==> config.mk <==
export PLATFORM = sky130hd
export DESIGN_NAME = rgb_pwm_multi
export DESIGN_NICKNAME = d
export VERILOG_FILES = /design/src/rtl/rgb_pkg.sv /design/src/rtl/rgb_tick_gen.sv /design/src/rtl/rgb_pwm_multi.sv
export SDC_FILE = /design/constraint.sdc
export NUM_CORES = 2
export LEC_CHECK = 0
export ABC_AREA = 1
export BUFFER_PORTS_ARGS = -buffer_cell sky130_fd_sc_hd__buf_2
export CORE_MARGIN = 1.5
export CORE_UTILIZATION = 50
export CTS_CLUSTER_DIAMETER = 100
export DETAILED_ROUTE_END_ITERATION = 8
export PLACE_DENSITY = 0.67
export SYNTH_ARGS = -nofsm -noshare
export SYNTH_HDL_FRONTEND = slang
export SYNTH_SLANG_ARGS = --single-unit
==> constraint.sdc <==
create_clock -name clk -period 5.83 [get_ports clk]
set_input_delay 0.2915 -clock clk [delete_from_list [all_inputs] [get_ports clk]]
set_output_delay 0.2915 -clock clk [all_outputs]
set_load 0.02 [all_outputs]
==> src/rtl/rgb_pkg.sv <==
// Shared types for the multi-LED RGB PWM driver.
// Mode encoding and cfg_led width helper.
package rgb_pkg;

  typedef enum logic [1:0] {
    MODE_OFF     = 2'd0,
    MODE_STATIC  = 2'd1,
    MODE_BLINK   = 2'd2,
    MODE_BREATHE = 2'd3
  } mode_t;

  function automatic int led_w(input int n);
    return (n > 1) ? $clog2(n) : 1;
  endfunction

endpackage

==> src/rtl/rgb_tick_gen.sv <==
// Shared timebase: prescaler, PWM counter, frame pulse
// and the global blink phase used by every LED.
module rgb_tick_gen #(
  parameter int TICK_CYCLES  = 500,
  parameter int DUTY_W       = 8,
  parameter int BLINK_FRAMES = 64
) (
  input  logic              clk,
  input  logic              nrst,
  output logic [DUTY_W-1:0] pwm_cnt,
  output logic              frame,
  output logic              frame_o,
  output logic              phase
);

  localparam int PW = (TICK_CYCLES > 1) ? $clog2(TICK_CYCLES) : 1;
  localparam int BW = (BLINK_FRAMES > 1) ? $clog2(BLINK_FRAMES) : 1;
  localparam logic [PW-1:0] PMAX = PW'(TICK_CYCLES - 1);
  localparam logic [BW-1:0] BMAX = BW'(BLINK_FRAMES - 1);

  logic [PW-1:0] pre;
  logic [BW-1:0] bcnt;
  logic          tick;

  assign tick  = (pre == PMAX);
  assign frame = tick && (pwm_cnt == '1);

  always_ff @(posedge clk or negedge nrst) begin
    if (!nrst) begin
      pre     <= '0;
      pwm_cnt <= '0;
      frame_o <= 1'b0;
    end else begin
      pre     <= tick ? '0 : pre + 1'b1;
      frame_o <= frame;
      if (tick)
        pwm_cnt <= pwm_cnt + 1'b1;
    end
  end

  // Phase starts "on" and flips every BLINK_FRAMES frames.
  always_ff @(posedge clk or negedge nrst) begin
    if (!nrst) begin
      bcnt  <= '0;
      phase <= 1'b1;
    end else if (frame) begin
      if (bcnt == BMAX) begin
        bcnt  <= '0;
        phase <= ~phase;
      end else begin
        bcnt <= bcnt + 1'b1;
      end
    end
  end

endmodule

==> src/rtl/rgb_pwm_multi.sv <==
// Multi-LED RGB PWM driver with shadowed config committed
// at frame boundaries; OFF/STATIC/BLINK/BREATHE per LED.
module rgb_pwm_multi
  import rgb_pkg::*;
#(
  parameter int TICK_CYCLES  = 500,
  parameter int DUTY_W       = 8,
  parameter int NUM_LEDS     = 4,
  parameter int BLINK_FRAMES = 64
) (
  input  logic                        clk,
  input  logic                        nrst,
  input  logic                        cfg_we,
  input  logic [led_w(NUM_LEDS)-1:0]  cfg_led,
  input  logic [1:0]                  cfg_mode,
  input  logic [3*DUTY_W-1:0]         cfg_rgb,
  output logic [NUM_LEDS-1:0]         led_r,
  output logic [NUM_LEDS-1:0]         led_g,
  output logic [NUM_LEDS-1:0]         led_b,
  output logic                        frame_o
);

  localparam int LW = led_w(NUM_LEDS);
  localparam logic [DUTY_W-1:0] DMAX = '1;
  localparam logic [DUTY_W-1:0] DONE = DUTY_W'(1);

  logic [DUTY_W-1:0] pwm_cnt;
  logic              frame;
  logic              phase;

  rgb_tick_gen #(
    .TICK_CYCLES (TICK_CYCLES),
    .DUTY_W      (DUTY_W),
    .BLINK_FRAMES(BLINK_FRAMES)
  ) u_tick (
    .clk    (clk),
    .nrst   (nrst),
    .pwm_cnt(pwm_cnt),
    .frame  (frame),
    .frame_o(frame_o),
    .phase  (phase)
  );

  for (genvar i = 0; i < NUM_LEDS; i++) begin : g_led
    mode_t               sh_mode;
    mode_t               act_mode;
    logic [3*DUTY_W-1:0] sh_rgb;
    logic [3*DUTY_W-1:0] act_rgb;
    logic [DUTY_W-1:0]   env;
    logic                dir_dn;
    logic                sel;

    // Out-of-range indices never match any LED.
    assign sel = cfg_we && (cfg_led == LW'(i));

    always_ff @(posedge clk or negedge nrst) begin
      if (!nrst) begin
        sh_mode <= MODE_OFF;
        sh_rgb  <= '0;
      end else if (sel) begin
        sh_mode <= mode_t'(cfg_mode);
        sh_rgb  <= cfg_rgb;
      end
    end

    always_ff @(posedge clk or negedge nrst) begin
      if (!nrst) begin
        act_mode <= MODE_OFF;
        act_rgb  <= '0;
        env      <= '0;
        dir_dn   <= 1'b0;
      end else if (frame) begin
        act_mode <= sh_mode;
        act_rgb  <= sh_rgb;
        if (sh_mode != act_mode) begin
          env    <= '0;
          dir_dn <= 1'b0;
        end else if (act_mode == MODE_BREATHE) begin
          if (!dir_dn) begin
            if (env == DMAX) begin
              dir_dn <= 1'b1;
              env    <= DMAX - 1'b1;
            end else begin
              env <= env + 1'b1;
            end
          end else begin
            if (env == '0) begin
              dir_dn <= 1'b0;
              env    <= DONE;
            end else begin
              env <= env - 1'b1;
            end
          end
        end
      end
    end

    for (genvar c = 0; c < 3; c++) begin : g_ch
      logic [DUTY_W-1:0] duty;
      logic [DUTY_W-1:0] br;
      logic [DUTY_W-1:0] deff;
      logic              pin;

      assign duty = act_rgb[(2-c)*DUTY_W +: DUTY_W];
      assign br   = DUTY_W'(({{DUTY_W{1'b0}}, duty}
                    * {{DUTY_W{1'b0}}, env}) >> DUTY_W);

      always_comb begin
        deff = '0;
        case (act_mode)
          MODE_STATIC:  deff = duty;
          MODE_BLINK:   deff = phase ? duty : '0;
          MODE_BREATHE: deff = br;
          default:      deff = '0;
        endcase
      end

      always_ff @(posedge clk or negedge nrst) begin
        if (!nrst)
          pin <= 1'b0;
        else
          pin <= (pwm_cnt < deff);
      end
    end

    assign led_r[i] = g_ch[0].pin;
    assign led_g[i] = g_ch[1].pin;
    assign led_b[i] = g_ch[2].pin;
  end

endmodule

Yosys cells after proc, flatten, opt, wreduce, memory -nomap -nowiden
Cells that the tools add are included.
{"block": "word_totals", "wordCells": 188, "out_inout_bits": 13, "register_bits": 281}
{"block": "classes", "bitwise_logic": 1, "mul": 12, "n_eq_ne": 26, "mux": 66, "reduce_logical": 19, "n_addsub": 11, "magnitude_cmp": 12}
{"operator": "8-bit one-hot mux with 3 select lines", "n": 12}
{"operator": "8-bit 2-to-1 mux", "n": 32}
{"operator": "8-bit by 8-bit multiplier with 16-bit output", "n": 12}
{"operator": "8-bit less-than comparator", "n": 12}
{"operator": "8-bit by 1-bit adder with 8-bit output, second input constant", "n": 5}
{"operator": "8-bit == test, second input constant", "n": 5}
{"operator": "8-bit zero test", "n": 4}
{"operator": "8-bit by 1-bit subtractor with 8-bit output, second input constant", "n": 4}
{"operator": "2-bit == test, second input constant", "n": 10}
{"operator": "1-bit 2-to-1 mux", "n": 20}
{"operator": "2-bit by 1-bit == test with 1-bit output, second input constant", "n": 5}
{"operator": "2-bit AND reduction", "n": 5}
{"operator": "9-bit by 1-bit adder with 9-bit output, second input constant", "n": 1}
{"operator": "9-bit == test, second input constant", "n": 1}
{"operator": "9-bit 2-to-1 mux", "n": 1}
{"operator": "2-bit inequality test", "n": 4}
{"operator": "2-bit nonzero test", "n": 4}
{"operator": "6-bit by 1-bit adder with 6-bit output, second input constant", "n": 1}
{"operator": "6-bit == test, second input constant", "n": 1}
{"operator": "6-bit 2-to-1 mux", "n": 1}
{"operator": "1-bit logical AND", "n": 5}
{"operator": "2-bit zero test", "n": 1}
{"operator": "1-bit NOT", "n": 1}

Longest topological paths before layout
{"block": "logic_depth", "word_depth": 5, "ltp_mapped": 31, "depth_no_buf": 29}

Cells and area by module
From an unflattened synthesis, not the netlist that was laid out.
{"block": "unflattened", "hier_cells": 5648, "hier_area_um2": 40891.7}
{"mod": "rgb_pwm_multi", "cells_per_inst": 5482, "n_inst": 1, "area_each_um2": 39515.4}
{"mod": "rgb_tick_gen", "cells_per_inst": 166, "n_inst": 1, "area_each_um2": 1376.3}

Least setup slack after synthesis
OpenSTA, ideal clock, no wires.
{"block": "synth_path", "path_kind": "reg2reg", "startpoint": "register g_led[3].env[7]", "endpoint": "register g_led[3].g_ch[2].pin", "setup_time_ns": 0.123, "arrival_ns": 4.992, "required_ns": 5.707, "path_stages_with_launch": 28, "path_slack_ns": 0.714, "path_cell_list": "dfrtp_1 > clkbuf_1 > clkbuf_1 > nand2_1 > fa_1 > fa_1 > inv_1 > fa_1 > inv_1 > fa_1 > inv_1 > ha_1 > nand2_1 > inv_1 > a21oi_1 > nand2_1 > a21oi_1 > o21ai_0 > nand2_1 > nand2_1 > nand2_1 > nand3_1 > nand2_1 > inv_1 > ha_1 > nand2_1 > o21ai_0 > a21oi_1"}
{"block": "synth_between", "elab_chain_cells": 3}
{"item": "start, declared", "line_no": "rgb_pwm_multi.sv:49", "text": "logic [DUTY_W-1:0] env;"}
{"item": "start signal, assigned", "line_no": "rgb_pwm_multi.sv:82", "text": "env <= DMAX - 1'b1;"}
{"item": "start signal, assigned", "line_no": "rgb_pwm_multi.sv:84", "text": "env <= env + 1'b1;"}
{"item": "start signal, assigned", "line_no": "rgb_pwm_multi.sv:91", "text": "env <= env - 1'b1;"}
{"item": "8-bit by 8-bit multiplier with 16-bit output", "line_no": "rgb_pwm_multi.sv:106", "text": "* {{DUTY_W{1'b0}}, env}) >> DUTY_W);"}
{"item": "8-bit one-hot mux with 3 select lines", "line_no": "rgb_pwm_multi.sv:110", "text": "case (act_mode)"}
{"item": "8-bit less-than comparator", "line_no": "rgb_pwm_multi.sv:122", "text": "pin <= (pwm_cnt < deff);"}
{"item": "end signal, assigned", "line_no": "rgb_pwm_multi.sv:122"}
{"item": "end, declared", "line_no": "rgb_pwm_multi.sv:102", "text": "logic pin;"}
Every way passes these cells.
A chain may end at the register's enable or synchronous reset.

Final worst setup path
{"block": "layout_path", "startpoint": "register g_led[0].env[4]", "endpoint": "register g_led[0].g_ch[2].pin"}
{"block": "layout_between", "elab_chain_cells": 3}
{"item": "start, declared", "line_no": "rgb_pwm_multi.sv:49"}
{"item": "start signal, assigned", "line_no": "rgb_pwm_multi.sv:82"}
{"item": "start signal, assigned", "line_no": "rgb_pwm_multi.sv:84"}
{"item": "start signal, assigned", "line_no": "rgb_pwm_multi.sv:91"}
{"item": "8-bit by 8-bit multiplier with 16-bit output", "line_no": "rgb_pwm_multi.sv:106"}
{"item": "8-bit one-hot mux with 3 select lines", "line_no": "rgb_pwm_multi.sv:110"}
{"item": "8-bit less-than comparator", "line_no": "rgb_pwm_multi.sv:122"}
{"item": "end signal, assigned", "line_no": "rgb_pwm_multi.sv:122"}
{"item": "end, declared", "line_no": "rgb_pwm_multi.sv:102"}
Every way passes these cells.

==> metrics.md <==
| Metric | Value |
|---|---|
| # setup viols final | `0` |
| Vias per std cell | `slightly above 5` |
| First-pass GRT wire length | `178 mm` |
| Max VDD drop | `0.000162 V` |
| Sequential Power Share | `45.9%` |
| Routed Wire Length | `109 mm` |
| Longest Clk Path Bufs | `3` |
| Core area | `80,700 um2` |
| Initial drt markers | `2,692` |
| GP Congestion | `0.953` |
| Critical Path AT | `a little under 6000 ps` |
| Fmax | `0.187 GHz` |
| Worst-margin pin slew | `a little over 1000 ps` |
| Type of the worst min-delay path | `in2reg` |
| Main combinational cell family by area after synthesis | `adder cells` |
| GR Overflow Total | `0` |
| Area Overhead vs Synth | `6.11%` |
| Setup TNS Final | `0 ps` |
| Placement row count | `around 100` |
| Most frequent cell after synthesis | `nand2_1` |
| Post-synth top cells | `nand2_1, inv_1, ha_1` |
| Status | `complete, but fails checks` |
| Post-Synth Adder-Cell Area | `35.8%` |
| DP Area | `42,100 um2` |
| Syn Nets | `6,753` |
| Crit path capture type | `flip-flop` |
| Simple-gate share of the synthesized area | `21.0%` |
| CP Data Required Time | `6270 ps` |
| EDFF count, synth | `0` |
| GRT Resource Usage Total | `27.1%` |
| Postcts setup bufs | `0` |
| Die Wd | `289 um` |
| Final Instance Area | `43,300 um2` |
| Initial Utilization | `50.5%` |
| HPWL Detailed | `82.3 mm` |
| Netlist cell types | `50` |
| Share of the synthesized area in the top cell type | `20.6%` |
| Syn_area_per_cell | `7.02 um2` |
| Period Utilization, post-route | `91.6%` |
| Power Dens Cells | `107 nW/um2` |
| Synth Area in XOR/XNOR | `1.29%` |
| TritonCTS buffer count | `36` |
| Hold_sp | `cfg_rgb[8]` |
| Fraction of registers with async set/reset | `100%` |
| Clock latency on the worst-skew pair | `580 ps` |
| Worst r2r src | `g_led[0].env[4]$_DFFE_PN0P_` |
| Sw Pwr | `1230 uW` |
| Final hold viol count | `0` |
| Synth warnings | `0` |
| WHS Endpoint | `g_led[1].sh_rgb[8]$_DFFE_PN0P_` |
| I/O Buffers | `43` |
| Sequential cell area fraction in the yosys report | `17.2%` |
| Violated checks | `design-rule violations` |
| Worst setup SP type | `flip-flop` |
| Synth Cell Area | `40,800 um2` |
| # nets final | `6,676` |
| Clock tree sinks | `around 280` |
| Worst hold stages | `3` |
| Drt pass-1 iters | `8` |
| FF+latch count, synth | `281` |
| Top cells by area, synth | `fa_1, dfrtp_1, nand2_1` |
| CP dominant cell by count | `nand2_1` |
| Fin crit period | `5340 ps` |
| Comb pwr share | `about 5.2%` |
| CP Max Fanout | `23` |
| Post-synthesis compound-gate area fraction | `8.24%` |
| Vias in the first global route | `about 34,000` |
| Total number of vias | `34,700` |
| Io pins | `44` |
| Max-Cap Viols | `0` |
| Root buffer cell | `clkbuf_16` |
| Mux share of post-synthesis cell area | `0%` |
| Clock Power Share | `48.9%` |
| Largest net degree at the start of global routing | `92` |
| R2r setup slk | `490 ps` |
| RSZ-0062 raised after global routing | `false` |
| Max incr delay on CP | `860 ps` |
| Drc violations | `4` |
| Net Sw Frac | `26.5%` |
| Kind of critical path | `reg2reg` |
| Pint | `3410 uW` |
| Leak | `0.0285 uW` |
| Antenna violations before repair | `5` |
| Post-synth top flop | `dfrtp_1` |
| Clock slew seen by the registers of the worst setup and hold paths | `60 ps` |
| Full die area | `83,300 um2` |
| Share of cells above drive strength 1 | `between 3 and 4%` |
| Detail Route Antenna Nets | `0` |
| Largest area contributor in the netlist | `fa_1` |
| H-tree lvl count | `2` |
| Pins over their slew limit | `0` |
| Die height | `289 um` |
| R2R depth | `25` |
| Routed len/inst | `16.0 um` |
| Clock skew | `26.2 ps` |
| Post-Syn Instances | `slightly below 6,000` |
| Critical R2R Capture | `g_led[0].g_ch[2].pin$_DFF_PN0_` |
| Slowest-stage cell, CP | `dfrtp_1` |
| Relative slew slack | `31.6%` |
| CTS tree | `done` |
[layer usage]
metal  global-route usage [%]  wire (um)
met3                     2.47       6740
met5                        0          0
met2                     45.0      50300
met1                     37.1      48300
met4                     9.24       3900
[worst max-delay path, delay by kind of cell (launching register included)]
family | cells | cell delay [ps]
AO/OA/AOI/OAI | 5 | 770
adder cells (fa/ha/maj) | 6 | 2590
buffers and inverters | 5 | 220
flip-flops | 1 | 860
AND/OR/NAND/NOR | 9 | 770
[what timing repair did]
action,in CTS,in global routing
hold endpoints to repair,70,0
resized for setup,0,0
endpoints found under the setup margin,0,0
hold buffers,1,0
[power groups by stage]
stage,combinational [uW],clock [uW],sequential (uW)
finish,239,2270,2130
global route,275,2390,2150
CTS,242,2320,2130
detailed placement,240,0,2170
global placement,234,0,2160
floorplan,124,0,2150
[sequential cells by signal (all words and copies together) (netlist names), 4 cells and up]
signal,count
g_led.sh_rgb,96
u_tick.pwm_cnt,8
g_led.dir_dn,4
g_led.sh_mode,8
u_tick.bcnt,6
g_led.act_mode,8
g_led.act_rgb,96
g_led.g_ch.pin,12
u_tick.pre,9
g_led.env,32
[area by class of cell]
type                    count  area (um2)
clock buffers              48         996
repair buffers            142        1020
multi-input cells        3769       27100
diodes                      1        2.50
well taps                1060        1330
inverters                1500        5630
flip-flops and latches    281        7040
clock inverters            16         180
fillers                  7825       37400
[kinds of logic (layout without fill, tap and decap cells)]
group                    after synthesis  in the layout
AND/OR/NAND/NOR                     2167           2167
buffers and inverters               1757           1706
adder cells (fa/ha/maj)              915            915
AO/OA/AOI/OAI                        627            627
flip-flops                           281            281
XOR/XNOR                              60             60
other                                  0              1
[per-stage QoR]
stage	power (uW)	util (%)	hold WS, ps	setup slack (ps)	instances
5_1_grt	4820	53.6	182	53.1	6816
2_1_floorplan	2270	-	-4.09	714	5807
4_1_cts	4700	53.6	145	514	6816
3_3_place_gp	2400	52.2	300	638	6751
3_5_place_dp	2410	52.2	307	541	6751
6_report	4640	53.6	157	488	6817
[cells in the final DEF, fill, tap and decap left out, drive strengths merged, types with 5 or more instances in the layout]
master / synthesis / layout
a22oi: 9 / 9
nand3: 165 / 165
xnor2: 10 / 10
a31oi: 11 / 11
ha: 495 / 495
nand3b: 7 / 7
dfrtp: 280 / 280
nand4: 18 / 18
nor3: 30 / 30
xor2: 50 / 50
a21oi: 275 / 275
o2111ai: 5 / 5
o22ai: 21 / 21
o211ai: 7 / 7
nand2: 1745 / 1745
clkinv: 2 / 7
a21o: 10 / 10
inv: 1498 / 1505
o21ai: 255 / 255
nor2: 193 / 193
or2: 5 / 5
fa: 420 / 420
o31ai: 12 / 12
clkbuf: 148 / 48
buf: 109 / 141
[how the worst max path moves through the flow]
stage | startpoint | endpoint | cells after the start
floorplan | g_led[3].env[7]$_DFFE_PN0P_ | g_led[3].g_ch[2].pin$_DFF_PN0_ | 27
global placement | g_led[0].env[4]$_DFFE_PN0P_ | g_led[0].g_ch[2].pin$_DFF_PN0_ | 25
detailed placement | g_led[0].env[4]$_DFFE_PN0P_ | g_led[0].g_ch[2].pin$_DFF_PN0_ | 25
CTS | g_led[0].env[4]$_DFFE_PN0P_ | g_led[0].g_ch[2].pin$_DFF_PN0_ | 25
global route | g_led[0].env[4]$_DFFE_PN0P_ | g_led[0].g_ch[0].pin$_DFF_PN0_ | 25
finish | g_led[0].env[4]$_DFFE_PN0P_ | g_led[0].g_ch[2].pin$_DFF_PN0_ | 25
No activity file was read; power rests on OpenSTA's default activity.
